### config.mk
export PLATFORM = sky130hd
export DESIGN_NAME = keypad_scanner
export DESIGN_NICKNAME = d
export VERILOG_FILES = /design/src/rtl/keypad_scanner.sv
export SDC_FILE = /design/constraint.sdc
export NUM_CORES = 1
export LEC_CHECK = 0
export BUFFER_PORTS_ARGS = -buffer_cell sky130_fd_sc_hd__buf_2
export CAP_MARGIN = 20
export CELL_PAD_IN_SITES_DETAIL_PLACEMENT = 1
export CELL_PAD_IN_SITES_GLOBAL_PLACEMENT = 1
export CORE_ASPECT_RATIO = 0.6
export CORE_MARGIN = 3
export CORE_UTILIZATION = 49
export CTS_CLUSTER_DIAMETER = 50
export CTS_CLUSTER_SIZE = 14
export DETAILED_ROUTE_END_ITERATION = 8
export PLACE_DENSITY = 0.93
export SLEW_MARGIN = 0
export SYNTH_ARGS = -nofsm -noshare
export SYNTH_HDL_FRONTEND = slang
export SYNTH_SLANG_ARGS = --single-unit
### constraint.sdc
create_clock -name clk -period 11.86 [get_ports clk]
set_input_delay 1.186 -clock clk [delete_from_list [all_inputs] [get_ports clk]]
set_output_delay 1.186 -clock clk [all_outputs]
set_load 0.02 [all_outputs]
### src/rtl/keypad_scanner.sv
`default_nettype none
// keypad_scanner: column-multiplexed 4x4 keypad scan with whole-frame debounce and one hex event per press.
// Rev 1.0
module keypad_scanner #(
  parameter int SCAN_CYCLES     = 20000,
  parameter int DEBOUNCE_FRAMES = 4
) (
  input  logic       clk,
  input  logic       reset,
  output logic [3:0] KYPD_COL,
  input  logic [3:0] KYPD_ROW,
  output logic [3:0] key_code,
  output logic       key_valid,
  output logic       key_down
);

  localparam int            TW       = (SCAN_CYCLES > 1) ? $clog2(SCAN_CYCLES) : 1;
  localparam logic [TW-1:0] c_T_LAST = TW'(SCAN_CYCLES - 1);
  localparam logic [3:0]    c_DB     = 4'(DEBOUNCE_FRAMES);

  typedef enum logic [1:0] {
    CLS_NONE   = 2'd0,
    CLS_SINGLE = 2'd1,
    CLS_MULTI  = 2'd2
  } cls_t;

  logic [3:0]    r_row_s1;
  logic [3:0]    r_row_s2;
  logic [TW-1:0] r_t;
  logic [1:0]    r_col;
  logic [15:0]   r_map;
  cls_t          r_cls;
  logic [3:0]    r_cls_code;
  logic [3:0]    r_cnt;

  logic          w_capture;
  logic          w_frame_end;
  logic [15:0]   w_map;
  logic [4:0]    w_ones;
  logic [3:0]    w_idx;
  cls_t          w_cls;
  logic [3:0]    w_code;
  logic          w_same;
  logic [3:0]    w_cnt_next;
  logic          w_accept;

  assign KYPD_COL    = ~(4'b0001 << r_col);
  assign w_capture   = (r_t == c_T_LAST);
  assign w_frame_end = w_capture && (r_col == 2'd3);
  // Pressed rows read low; fold the current column into the frame map at col*4+row.
  assign w_map       = r_map | ({12'd0, ~r_row_s2} << {r_col, 2'b00});

  always_comb begin
    w_ones = '0;
    w_idx  = '0;
    for (int i = 0; i < 16; i++) begin
      if (w_map[i]) begin
        w_ones = w_ones + 5'd1;
        w_idx  = 4'(i);
      end
    end
  end

  always_comb begin
    w_code = 4'h0;
    case (w_idx)
      4'd0:  w_code = 4'h1;
      4'd1:  w_code = 4'h4;
      4'd2:  w_code = 4'h7;
      4'd3:  w_code = 4'h0;
      4'd4:  w_code = 4'h2;
      4'd5:  w_code = 4'h5;
      4'd6:  w_code = 4'h8;
      4'd7:  w_code = 4'hF;
      4'd8:  w_code = 4'h3;
      4'd9:  w_code = 4'h6;
      4'd10: w_code = 4'h9;
      4'd11: w_code = 4'hE;
      4'd12: w_code = 4'hA;
      4'd13: w_code = 4'hB;
      4'd14: w_code = 4'hC;
      default: w_code = 4'hD;
    endcase
  end

  always_comb begin
    if (w_ones == 5'd0) begin
      w_cls = CLS_NONE;
    end else if (w_ones == 5'd1) begin
      w_cls = CLS_SINGLE;
    end else begin
      w_cls = CLS_MULTI;
    end
  end

  assign w_same     = (w_cls == r_cls) && ((w_cls != CLS_SINGLE) || (w_code == r_cls_code));
  assign w_cnt_next = !w_same ? 4'd1 : ((r_cnt < c_DB) ? r_cnt + 4'd1 : r_cnt);
  // Fire only on the frame where the count first reaches the threshold, never while saturated.
  assign w_accept   = (w_cnt_next == c_DB) && !(w_same && (r_cnt == c_DB));

  always_ff @(posedge clk or posedge reset) begin
    if (reset) begin
      r_row_s1   <= 4'hF;
      r_row_s2   <= 4'hF;
      r_t        <= '0;
      r_col      <= 2'd0;
      r_map      <= '0;
      r_cls      <= CLS_NONE;
      r_cls_code <= 4'h0;
      r_cnt      <= 4'd0;
      key_code   <= 4'h0;
      key_valid  <= 1'b0;
      key_down   <= 1'b0;
    end else begin
      r_row_s1  <= KYPD_ROW;
      r_row_s2  <= r_row_s1;
      key_valid <= 1'b0;
      if (w_capture) begin
        r_t   <= '0;
        r_col <= r_col + 2'd1;
        r_map <= w_frame_end ? 16'h0000 : w_map;
      end else begin
        r_t <= r_t + TW'(1);
      end
      if (w_frame_end) begin
        r_cls      <= w_cls;
        r_cls_code <= w_code;
        r_cnt      <= w_cnt_next;
        if (w_accept) begin
          case (w_cls)
            CLS_SINGLE: begin
              key_code  <= w_code;
              key_valid <= 1'b1;
              key_down  <= 1'b1;
            end
            CLS_NONE: key_down <= 1'b0;
            default: ;
          endcase
        end
      end
    end
  end

endmodule
`default_nettype wire

==> impl_metrics.env, run 1 <==
export IMPL_outcome="complete, no violations"
export IMPL_synth_top_cells_by_count="sky130_fd_sc_hd__nor2_1, sky130_fd_sc_hd__nand2_1, sky130_fd_sc_hd__dfrtp_1"
export IMPL_power_per_cell_area_nw_per_um2=104
export IMPL_cts_root_to_sink_buffers=2
export IMPL_first_global_vias=4989
export IMPL_synth_top_area_cell="sky130_fd_sc_hd__dfrtp_1"
export IMPL_timing_fmax_mhz=88.9
export IMPL_detailedRoute_firstIterationViolations=411
export IMPL_layoutNonFillerInstCount=717
export IMPL_setup_slack_ps=617
export IMPL_met1_length_um=6900
export IMPL_timing_hold_violations_final=0
export IMPL_die_y_um=82.5
export IMPL_p_switching_mw=0.159
export IMPL_synthesis_instances=560
export IMPL_clockPowerShare_pct=46.8
export IMPL_netlist_cell_type_count=76
export IMPL_numCtsBuffers=9
export IMPL_post_cts_hold_buffer_count=0
export IMPL_count_of_filler_cells_inserted_in_the_layout=1122
export IMPL_port_buffers=15
export IMPL_postSynthNetCount=589
export IMPL_number_of_iterations_in_the_first_detailed_routing_pass=5
export IMPL_setup_worst_path_class="reg -> reg"
export IMPL_effective_utilization_at_floorplan_pct=51.2
export IMPL_path_max_fanout=10
export IMPL_fin_worst_skew_ps=10.2
export IMPL_finalWorstPathRequiredPeriod_ps=11240
export IMPL_std_cell_rows=27
export IMPL_die_width_um=133
export IMPL_worst_ep_arrival_time_ps=11490
export IMPL_asyncSetResetFlopFracSynth_pct=100
export IMPL_crit_slowest_cell="sky130_fd_sc_hd__dfrtp_4"
export IMPL_synth_area_top_cells="sky130_fd_sc_hd__dfrtp_1, sky130_fd_sc_hd__ha_1, sky130_fd_sc_hd__xnor2_1"
export IMPL_antenna_found_initial=0
export IMPL_globalRouteOverflowTotal=0
export IMPL_power_static_leakage_nw=2.31
export IMPL_diodes=0
export IMPL_setup_violations=0
export IMPL_met2WireLength_um=7660
export IMPL_p_int_mw=0.403
export IMPL_die_footprint_um2=11000
export IMPL_critical_path_most_common_cell="sky130_fd_sc_hd__ha_1"
export IMPL_postRouteWirelength_um=15900
export IMPL_htree_levels=3
export IMPL_ys_flop_type="sky130_fd_sc_hd__dfrtp_1"
export IMPL_syn_to_final_growth_pct=13.0
export IMPL_maxSlewHeadroom_pct=29.7
export IMPL_yosys_cell_count_top_type="sky130_fd_sc_hd__nor2_1"
export IMPL_detailedPlacementHpwl_um=10700
export IMPL_clock_tree_from_tritoncts="yes"
export IMPL_synth_top_cell_area_share_pct=25.7
export IMPL_first_pass_grt_wire_length_um=25400
export IMPL_final_core_utilization_pct=57.9
export IMPL_mapped_cell_area_um2=4780
export IMPL_design_core_area_um2=9320
export IMPL_detail_route_antenna_nets=0
export IMPL_clock_sinks=57
export IMPL_grt_use_total_pct=28.8
export IMPL_post_place_ws_ps=-162
export IMPL_worstSetupStartpointType="flip-flop"
export IMPL_critical_path_n_buffers_inverters=4
export IMPL_drive_gt1_share_pct=15.2
export IMPL_worstHoldPathType="reg -> reg"
export IMPL_cts_root_buffer_cell="sky130_fd_sc_hd__clkbuf_16"
export IMPL_seq_power_share_pct=35.5
export IMPL_io_pin_count=16
export IMPL_pin_count_of_the_biggest_net_entering_global_routing=58
export IMPL_top_layer="met4"
export IMPL_synthesis_area_per_instance_um2=8.53
export IMPL_vias=4703
export IMPL_gp_congestion=0.898
export IMPL_end_kind="flip-flop"
export IMPL_drc_errors=0
export IMPL_power_switching_fraction_pct=28.3
export IMPL_synthesis_yosys_warnings=0
export IMPL_sequential_area_share_after_synthesis_pct=30.1
export IMPL_critical_path_required_ps=12110
export IMPL_drv_slew=0
export IMPL_detail_route_wl_per_cell_um=22.2
export IMPL_clock_pin_slew_of_the_registers_on_the_worst_case_setup_and_hold_paths_ps=50
export IMPL_critical_path_max_stage_delay_ps=550
export IMPL_path_delay_family="adder cells"
export IMPL_detail_route_vias_per_cell=6.56
export IMPL_timing_max_cap_violations=0
export IMPL_placed_cells=691
export IMPL_routed_wl_met3_um=1020
export IMPL_synth_edff_count=0
export IMPL_tightest_slew_ps=1050
export IMPL_total_power_mw=0.562
export IMPL_irDropWorstVdd_v=0.0000830
export IMPL_combinational_share_of_power_pct=17.7
export IMPL_ys_seq_elements=57
export IMPL_nNetsFinal=611
export IMPL_min_period_over_period_pct=94.8
export IMPL_clk_latency_ps=330
-- placed cells by master (no fill, tap or decap), drive strengths merged, types with 7 or more instances in the layout --
| master | synthesis | routed |
|---|---|---|
| nor2 | 64 | 64 |
| nand2 | 57 | 57 |
| dfrtp | 49 | 49 |
| o21ai | 38 | 38 |
| xnor2 | 32 | 32 |
| a21oi | 30 | 30 |
| buf | 8 | 27 |
| inv | 22 | 24 |
| ha | 23 | 23 |
| nand3 | 18 | 18 |
| xor2 | 15 | 15 |
| nor3 | 11 | 11 |
| mux2i | 10 | 10 |
| clkbuf | 9 | 10 |
| a211o | 9 | 9 |
| a211oi | 9 | 9 |
| or3 | 9 | 9 |
| nand4 | 8 | 8 |
| o21bai | 8 | 8 |
| dfstp | 8 | 8 |
| and3 | 8 | 8 |
| nor3b | 7 | 7 |
| or2 | 7 | 7 |
| nor2b | 7 | 7 |
-- what timing repair did --
| item | CTS | global route |
|---|---|---|
| gates cloned | 0 | 0 |
| setup endpoints to repair | 5 | 12 |
| setup buffers | 1 | 8 |
| pin swaps | 1 | 1 |
| resized for setup | 1 | 17 |
-- sequential cells by signal, summed over array words and instances (netlist names) --
register and cells:
key_code 4, key_down 1, key_valid 1, r_cls 2, r_cls_code 4, r_cnt 4
r_col 2, r_map 16, r_row_s1 4, r_row_s2 4, r_t 15
-- area by class of cell --
class                           instances  area [µm²]  share of cell area [%]
Multi-Input combinational cell        464        3240                    60.0
Sequential cell                        57        1440                    26.8
Clock buffer                            9         225                    4.17
Timing Repair Buffer                   28         169                    3.13
Tap cell                              130         163                    3.01
Inverter                               22        82.6                    1.53
Clock inverter                          7        77.6                    1.44
-- kinds of logic after synthesis --
| family | count (synthesis) | synth area share (%) |
|---|---|---|
| fa+ha+maj | 24 | 6.23 |
| mux | 16 | 3.59 |
| buf+inv | 39 | 3.54 |
| flops | 57 | 30.1 |
| simple gates | 230 | 25.0 |
| xor+xnor | 53 | 11.5 |
| compound gates | 141 | 20.1 |
-- per-stage QoR --
stage / cell area (µm²) / setup TNS (ps) / hold WS [ps]
floorplan: 4780 / 0 / 345
global placement: 4950 / 0 / 346
finish: 5400 / 0 / 360
global route: 5400 / -0.172 / 368
CTS: 5270 / 0 / 358
detailed placement: 4950 / -189 / 350
-- power by group through the flow --
stage | Sequential (mW) | Clock (mW) | Combinational [mW]
after floorplan | 0.201 | 0 | 0.0722
after detailed placement | 0.203 | 0 | 0.0902
after global placement | 0.203 | 0 | 0.0834
final | 0.199 | 0.263 | 0.0993
after CTS | 0.200 | 0.265 | 0.0926
after global routing | 0.199 | 0.276 | 0.108
-- per-layer routing --
layer,vias up,track usage [%]
li1,2072,-
met1,2384,36.4
met2,206,51.3
met3,41,5.08
met4,0,9.03
met5,-,0
-- worst paths after layout --
| check | startpoint | to | slack [ps] | cells past startpoint |
|---|---|---|---|---|
| min reg2reg | r_row_s1[3]$_DFF_PP1_ | r_row_s2[3]$_DFF_PP1_ | 360 | 0 |
| max in group asynchronous | reset | r_col[1]$_DFFE_PP0N_ | 10260 | 3 |
| min | r_row_s1[3]$_DFF_PP1_ | r_row_s2[3]$_DFF_PP1_ | 360 | 0 |
| min in group asynchronous | reset | r_t[5]$_DFF_PP0_ | 1060 | 3 |
| max | r_col[1]$_DFFE_PP0N_ | key_code[3]$_DFFE_PP0P_ | 620 | 54 |
| max reg2reg | r_col[1]$_DFFE_PP0N_ | key_code[3]$_DFFE_PP0P_ | 620 | 54 |
Note: power is estimated with default switching activity, not from simulation.
==> run 2, diff against run 1 <==
ABC_AREA = 1   (was default)
CORE_UTILIZATION = 46   (was 49)
PLACE_DENSITY = 0.92   (was 0.93)
==> run 2 against run 1 <==
  * Global-route usage fell by 2.5 points
  * Setup slack improved by 860 ps
  * Synthesized cell count rose by 28%
  * Clock power fell by 6%
  * Non-clock buffer count fell by 11
  * Utilization fell by 5.0 points
  * Via count rose by 0.47%
  * Combinational power fell by 24%
  * Sequential share of layout area rose by 0.28 points
  * Largest cell class unchanged
==> impl_metrics.env, run 2 <==
export IMPL_cts_repair_resized=0
export IMPL_effective_utilization_at_floorplan_pct=48.0
export IMPL_crit_slowest_cell="sky130_fd_sc_hd__dfrtp_1"
export IMPL_drv_slew=0
export IMPL_mapped_cell_area_um2=4830
export IMPL_postRouteWirelength_um=14900
export IMPL_critical_path_most_common_cell="sky130_fd_sc_hd__nand2_1"
export IMPL_worst_ep_arrival_time_ps=10610
export IMPL_total_power_mw=0.522
export IMPL_io_pin_count=16
export IMPL_worstHoldPathType="reg -> reg"
export IMPL_cts_root_to_sink_buffers=2
export IMPL_pin_count_of_the_biggest_net_entering_global_routing=48
export IMPL_reg_top3="r_map (16), r_t (15)"
export IMPL_fin_worst_skew_ps=5.34
export IMPL_maxSlewHeadroom_pct=39.6
export IMPL_yosys_cell_count_top_type="sky130_fd_sc_hd__nand2_1"
export IMPL_die_y_um=85.4
export IMPL_synth_area_top_cells="sky130_fd_sc_hd__dfrtp_1, sky130_fd_sc_hd__nand2_1, sky130_fd_sc_hd__inv_1"
export IMPL_outcome="complete, no violations"
export IMPL_synthesis_yosys_warnings=0
export IMPL_first_pass_grt_wire_length_um=25600
export IMPL_post_cts_hold_buffer_count=0
export IMPL_detail_route_antenna_nets=0
export IMPL_detail_route_vias_per_cell=5.39
export IMPL_vias=4725
export IMPL_htree_levels=3
export IMPL_syn_to_final_growth_pct=10.1
export IMPL_asyncSetResetFlopFracSynth_pct=100
export IMPL_power_switching_fraction_pct=27.8
export IMPL_number_of_iterations_in_the_first_detailed_routing_pass=4
export IMPL_cts_root_buffer_cell="sky130_fd_sc_hd__clkbuf_16"
export IMPL_combinational_share_of_power_pct=14.5
export IMPL_numCtsBuffers=9
export IMPL_design_core_area_um2=10100
export IMPL_synth_top_cells_by_count="sky130_fd_sc_hd__nand2_1, sky130_fd_sc_hd__inv_1, sky130_fd_sc_hd__nand3_1"
export IMPL_synth_top_area_cell="sky130_fd_sc_hd__dfrtp_1"
export IMPL_min_period_over_period_pct=87.6
export IMPL_timing_max_cap_violations=0
export IMPL_largest_register="r_map"
export IMPL_ys_flop_type="sky130_fd_sc_hd__dfrtp_1"
export IMPL_clock_sinks=57
export IMPL_irDropWorstVdd_v=0.0000698
export IMPL_antenna_found_initial=0
export IMPL_seq_power_share_pct=38.0
export IMPL_first_global_vias=5267
export IMPL_globalRouteOverflowTotal=0
export IMPL_detailedPlacementHpwl_um=11200
export IMPL_critical_path_required_ps=12080
export IMPL_timing_hold_violations_final=0
export IMPL_p_switching_mw=0.145
export IMPL_setup_tns_ps=0
export IMPL_drive_gt1_share_pct=18.1
export IMPL_synth_top_cell_area_share_pct=25.4
export IMPL_detail_route_wl_per_cell_um=17.0
export IMPL_layout_cells_most_common="sky130_fd_sc_hd__nand2_1"
export IMPL_unrepaired_setup_endpoints_after_global_routing="false"
export IMPL_die_footprint_um2=11800
export IMPL_postSynthNetCount=744
export IMPL_synth_edff_count=0
export IMPL_clock_pin_slew_of_the_registers_on_the_worst_case_setup_and_hold_paths_ps=50
export IMPL_path_max_fanout=13
export IMPL_ys_seq_elements=57
export IMPL_power_static_leakage_nw=3.02
export IMPL_layout_cells_most_common_list="sky130_fd_sc_hd__nand2_1, sky130_fd_sc_hd__inv_1, sky130_fd_sc_hd__nand3_1, sky130_fd_sc_hd__nor2_1, sky130_fd_sc_hd__dfrtp_1"
export IMPL_setup_worst_path_class="reg -> reg"
export IMPL_netlist_cell_type_count=41
export IMPL_nNetsFinal=766
export IMPL_port_buffers=15
export IMPL_end_kind="flip-flop"
export IMPL_critical_path_max_stage_delay_ps=590
export IMPL_clock_tree_from_tritoncts="yes"
export IMPL_finalWorstPathRequiredPeriod_ps=10380
export IMPL_worstSetupStartpointType="flip-flop"
export IMPL_diodes=0
export IMPL_clockPowerShare_pct=47.5
export IMPL_synthesis_instances=715
export IMPL_power_per_cell_area_nw_per_um2=98.2
export IMPL_drc_errors=0
export IMPL_die_width_um=138
export IMPL_post_cts_setup_buffer_count=0
export IMPL_sequential_area_share_after_synthesis_pct=29.8
export IMPL_tightest_slew_ps=903
export IMPL_timing_fmax_mhz=96.3
export IMPL_grt_use_total_pct=26.3
export IMPL_gp_congestion=0.840
export IMPL_synthesis_area_per_instance_um2=6.75
export IMPL_detailedRoute_firstIterationViolations=192
export IMPL_setup_violations=0
export IMPL_std_cell_rows=28
export IMPL_p_int_mw=0.377
export IMPL_largest_reg_flops=16
export IMPL_clk_latency_ps=330
run 2: cells by family after synthesis:
group | share of synthesized area, %
flip-flops | 29.8
adder cells (fa/ha/maj) | 6.17
buffers and inverters | 13.5
AO/OA/AOI/OAI | 8.17
XOR/XNOR | 0.907
AND/OR/NAND/NOR | 41.5
run 2: layout make-up:
| class | instances | area, µm² |
|---|---|---|
| Clock buffer | 12 | 267 |
| Inverter | 156 | 596 |
| Tap cell | 135 | 169 |
| Clock inverter | 3 | 15.0 |
| Multi-Input combinational cell | 496 | 2740 |
| Timing Repair Buffer | 17 | 90.1 |
| Fill cell | 1335 | 4740 |
| Sequential cell | 57 | 1440 |
run 2: through the flow:
| stage | area [µm²] | setup WS (ps) | cells | hold WS, ps | util, % |
|---|---|---|---|---|---|
| final | 5310 | 1480 | 876 | 350 | 52.8 |
| after global placement | 5030 | 2540 | 861 | 346 | 50.0 |
| after global routing | 5310 | 714 | 876 | 356 | 52.8 |
| after detailed placement | 5030 | 1720 | 861 | 347 | 50.0 |
| after floorplan | 4830 | 2970 | 715 | 345 | - |
| after CTS | 5310 | 1470 | 876 | 353 | 52.8 |
run 2: path summary, 6_finish.rpt:
check                                       from                       to  slack, ps  cells past startpoint
min in group asynchronous                  reset     r_cnt[3]$_DFFE_PP0P_        770                      2
hold reg to reg            r_row_s1[0]$_DFF_PP1_    r_row_s2[0]$_DFF_PP1_        350                      0
setup / recovery            r_col[0]$_DFFE_PP0N_  key_code[1]$_DFFE_PP0P_       1480                     60
setup reg to reg            r_col[0]$_DFFE_PP0N_  key_code[1]$_DFFE_PP0P_       1480                     60
max in group asynchronous                  reset     r_map[3]$_DFFE_PP0N_      10200                      3
hold / removal             r_row_s1[0]$_DFF_PP1_    r_row_s2[0]$_DFF_PP1_        350                      0
run 2: critical path: cells and delay by family, from the launching register on:
family / cells / cell delay (ps)
AO/OA/AOI/OAI: 3 / 520
adder cells (fa/ha/maj): 14 / 4020
buffers and inverters: 8 / 720
flip-flops: 1 / 590
AND/OR/NAND/NOR: 35 / 4380
run 2: metal layers:
metal | part of all wire, % | global-route usage [%] | vias up | routed length [µm]
met5 | 0 | 0 | - | 0
met4 | 1.5 | 7.89 | 0 | 227
met3 | 3.8 | 5.29 | 25 | 570
met2 | 49 | 46.9 | 106 | 7210
met1 | 46 | 32.5 | 2317 | 6850
li1 | - | - | 2277 | -
run 2: power groups by stage:
stage	Clock (mW)	Combinational, mW	Sequential (mW)
2_1_floorplan	0	0.0559	0.201
3_3_place_gp	0	0.0663	0.201
3_5_place_dp	0	0.0733	0.201
4_1_cts	0.250	0.0762	0.198
5_1_grt	0.259	0.0867	0.198
6_report	0.248	0.0758	0.198
==> run 3, diff against run 2 <==
CORE_UTILIZATION = 45   (was 46)
PLACE_DENSITY = 0.91   (was 0.92)
==> run 3 against run 2 <==
  * Die area rose by 2.1%
  * Final cell count rose by 0.11%
  * Clock skew rose by 2.3 ps
  * Hold slack improved by 6.7 ps
  * Largest power group unchanged
  * Sequential cell count did not move
  * Critical path type unchanged
  * Cell area rose by 0.31%
  * Wire length fell by 3.7%
==> impl_metrics.env, run 3 (synthesis results as in run 2) <==
export IMPL_diodes=0
export IMPL_timing_max_cap_violations=0
export IMPL_min_period_over_period_pct=85.9
export IMPL_detailedRoute_firstIterationViolations=221
export IMPL_first_global_vias=5098
export IMPL_first_pass_grt_wire_length_um=24700
export IMPL_power_static_leakage_nw=3.02
export IMPL_multi_input_area_um2=2740
export IMPL_effective_utilization_at_floorplan_pct=47.5
export IMPL_clk_latency_ps=330
export IMPL_timing_fmax_mhz=98.1
export IMPL_postRouteWirelength_um=14300
export IMPL_holdCritStartpoint="r_row_s1[2]$_DFF_PP1_"
export IMPL_cts_root_buffer_cell="sky130_fd_sc_hd__clkbuf_16"
export IMPL_detail_route_vias_per_cell=5.29
export IMPL_end_kind="flip-flop"
export IMPL_design_core_area_um2=10200
export IMPL_critical_path_most_common_cell="sky130_fd_sc_hd__nand2_1"
export IMPL_htree_levels=3
export IMPL_drv_slew=0
export IMPL_worstSetupStartpointType="flip-flop"
export IMPL_combinational_share_of_power_pct=14.1
export IMPL_gp_congestion=0.852
export IMPL_clockPowerShare_pct=48.9
export IMPL_detail_route_wl_per_cell_um=16.3
export IMPL_post_cts_hold_buffer_count=0
export IMPL_pin_count_of_the_biggest_net_entering_global_routing=47
export IMPL_p_switching_mw=0.147
export IMPL_rrSetupSlack_ps=1670
export IMPL_reg_top3="r_map (16), r_t (15)"
export IMPL_p_int_mw=0.388
export IMPL_fin_worst_skew_ps=7.65
export IMPL_nNetsFinal=766
export IMPL_worst_ep_arrival_time_ps=10410
export IMPL_hold_path_cell_count=0
export IMPL_cts_root_to_sink_buffers=2
export IMPL_layout_cells_most_common="sky130_fd_sc_hd__nand2_1"
export IMPL_layout_cells_most_common_list="sky130_fd_sc_hd__nand2_1, sky130_fd_sc_hd__inv_1, sky130_fd_sc_hd__nand3_1, sky130_fd_sc_hd__nor2_1, sky130_fd_sc_hd__dfrtp_1"
export IMPL_clock_tree_from_tritoncts="yes"
export IMPL_io_pin_count=16
export IMPL_unrepaired_setup_endpoints_after_global_routing="false"
export IMPL_worst_r2r_path_depth=60
export IMPL_timing_rr_start="r_col[0]$_DFFE_PP0N_"
export IMPL_drive_gt1_share_pct=18.1
export IMPL_post_cts_setup_buffer_count=0
export IMPL_total_power_mw=0.535
export IMPL_globalRouteOverflowTotal=0
export IMPL_vias=4643
export IMPL_die_width_um=140
export IMPL_largest_reg_flops=16
export IMPL_irDropWorstVdd_v=0.0000799
export IMPL_critical_path_required_ps=12080
export IMPL_tightest_slew_ps=1010
export IMPL_setup_violations=0
export IMPL_clock_pin_slew_of_the_registers_on_the_worst_case_setup_and_hold_paths_ps=50
export IMPL_worst_r2r_endpoint="key_code[3]$_DFFE_PP0P_"
export IMPL_layoutNonFillerInstCount=877
export IMPL_grt_use_total_pct=24.8
export IMPL_critical_path_n_buffers_inverters=8
export IMPL_setup_worst_path_class="reg -> reg"
export IMPL_path_delay_family="simple AND/OR/NAND/NOR gates"
export IMPL_syn_to_final_growth_pct=10.4
export IMPL_detailedPlacementHpwl_um=10700
export IMPL_detail_route_antenna_nets=0
export IMPL_count_of_filler_cells_inserted_in_the_layout=1378
export IMPL_worstHoldEndpoint="r_row_s2[2]$_DFF_PP1_"
export IMPL_placed_cells=861
export IMPL_numCtsBuffers=9
export IMPL_crit_slowest_cell="sky130_fd_sc_hd__dfrtp_1"
export IMPL_maxSlewHeadroom_pct=32.3
export IMPL_outcome="complete, no violations"
export IMPL_seq_power_share_pct=37.0
export IMPL_die_footprint_um2=12000
export IMPL_cts_repair_resized=0
export IMPL_number_of_iterations_in_the_first_detailed_routing_pass=4
export IMPL_largest_register="r_map"
export IMPL_setup_tns_ps=0
export IMPL_critical_path_max_stage_delay_ps=590
export IMPL_final_hold_worst_slack_ps=357
export IMPL_power_per_cell_area_nw_per_um2=100
export IMPL_timing_hold_violations_final=0
export IMPL_finalWorstPathRequiredPeriod_ps=10190
export IMPL_worstHoldPathType="reg -> reg"
export IMPL_clock_sinks=57
export IMPL_path_max_fanout=13
export IMPL_die_y_um=86.2
export IMPL_std_cell_rows=28
export IMPL_power_switching_fraction_pct=27.5
export IMPL_antenna_found_initial=0
export IMPL_drc_errors=0
export IMPL_port_buffers=15
export IMPL_regArea_um2=1440
[run 3: changes by cell type in the layout (fill, tap and decap cells not counted)]
cell	before	now
sky130_fd_sc_hd__clkbuf_8	3	1
sky130_fd_sc_hd__clkinvlp_4	0	2
sky130_fd_sc_hd__bufinv_16	0	1
sky130_fd_sc_hd__clkbuf_1	0	1
sky130_fd_sc_hd__clkinv_2	3	2
[run 3: cell type report]
class                           instances  share of cell area (%)
Sequential cell                        57                    26.9
Clock inverter                          5                    1.03
Multi-Input combinational cell        496                    51.4
Timing Repair Buffer                   17                    1.69
Tap cell                              135                    3.17
Inverter                              156                    11.2
Clock buffer                           11                    4.55
[run 3: worst reg2reg max path, delay by kind of cell, from the launching register on]
| kind | cells | cell delay, ps |
|---|---|---|
| adder cells (fa/ha/maj) | 14 | 4030 |
| flip-flops | 1 | 590 |
| AND/OR/NAND/NOR | 35 | 4230 |
| AO/OA/AOI/OAI | 3 | 500 |
| buffers and inverters | 8 | 750 |
[run 3: worst max-delay path by stage]
stage / startpoint / endpoint / slack, ps / depth (start not counted)
final: r_col[0]$_DFFE_PP0N_ / key_code[3]$_DFFE_PP0P_ / 1670 / 60
after global routing: r_col[0]$_DFFE_PP0N_ / key_code[0]$_DFFE_PP0P_ / 950 / 60
after CTS: r_col[0]$_DFFE_PP0N_ / key_code[3]$_DFFE_PP0P_ / 1680 / 60
after detailed placement: r_col[0]$_DFFE_PP0N_ / key_code[3]$_DFFE_PP0P_ / 1860 / 60
after global placement: r_col[0]$_DFFE_PP0N_ / key_code[1]$_DFFE_PP0P_ / 2550 / 60
after floorplan: r_col[1]$_DFFE_PP0N_ / key_code[0]$_DFFE_PP0P_ / 2970 / 62
[run 3: power groups by stage]
| stage | Sequential [mW] | Clock, mW | Combinational, mW |
|---|---|---|---|
| after floorplan | 0.201 | 0 | 0.0559 |
| after global placement | 0.201 | 0 | 0.0663 |
| after detailed placement | 0.201 | 0 | 0.0730 |
| after CTS | 0.198 | 0.265 | 0.0759 |
| after global routing | 0.198 | 0.274 | 0.0859 |
| final | 0.198 | 0.261 | 0.0756 |
[run 3: layer usage]
metal	vias up	GRT usage [%]	wire (µm)
li1	2274	-	-
met1	2293	32.2	6880
met2	61	43.5	6830
met3	15	5.29	487
met4	0	4.66	108
met5	-	0	0
[run 3: metrics by stage]
stage               setup WS [ps]  util [%]  cell area [µm²]
floorplan                    2970         -             4830
global placement             2550      49.5             5030
detailed placement           1860      49.5             5030
CTS                          1680      52.5             5330
global route                  951      52.5             5330
finish                       1670      52.5             5330
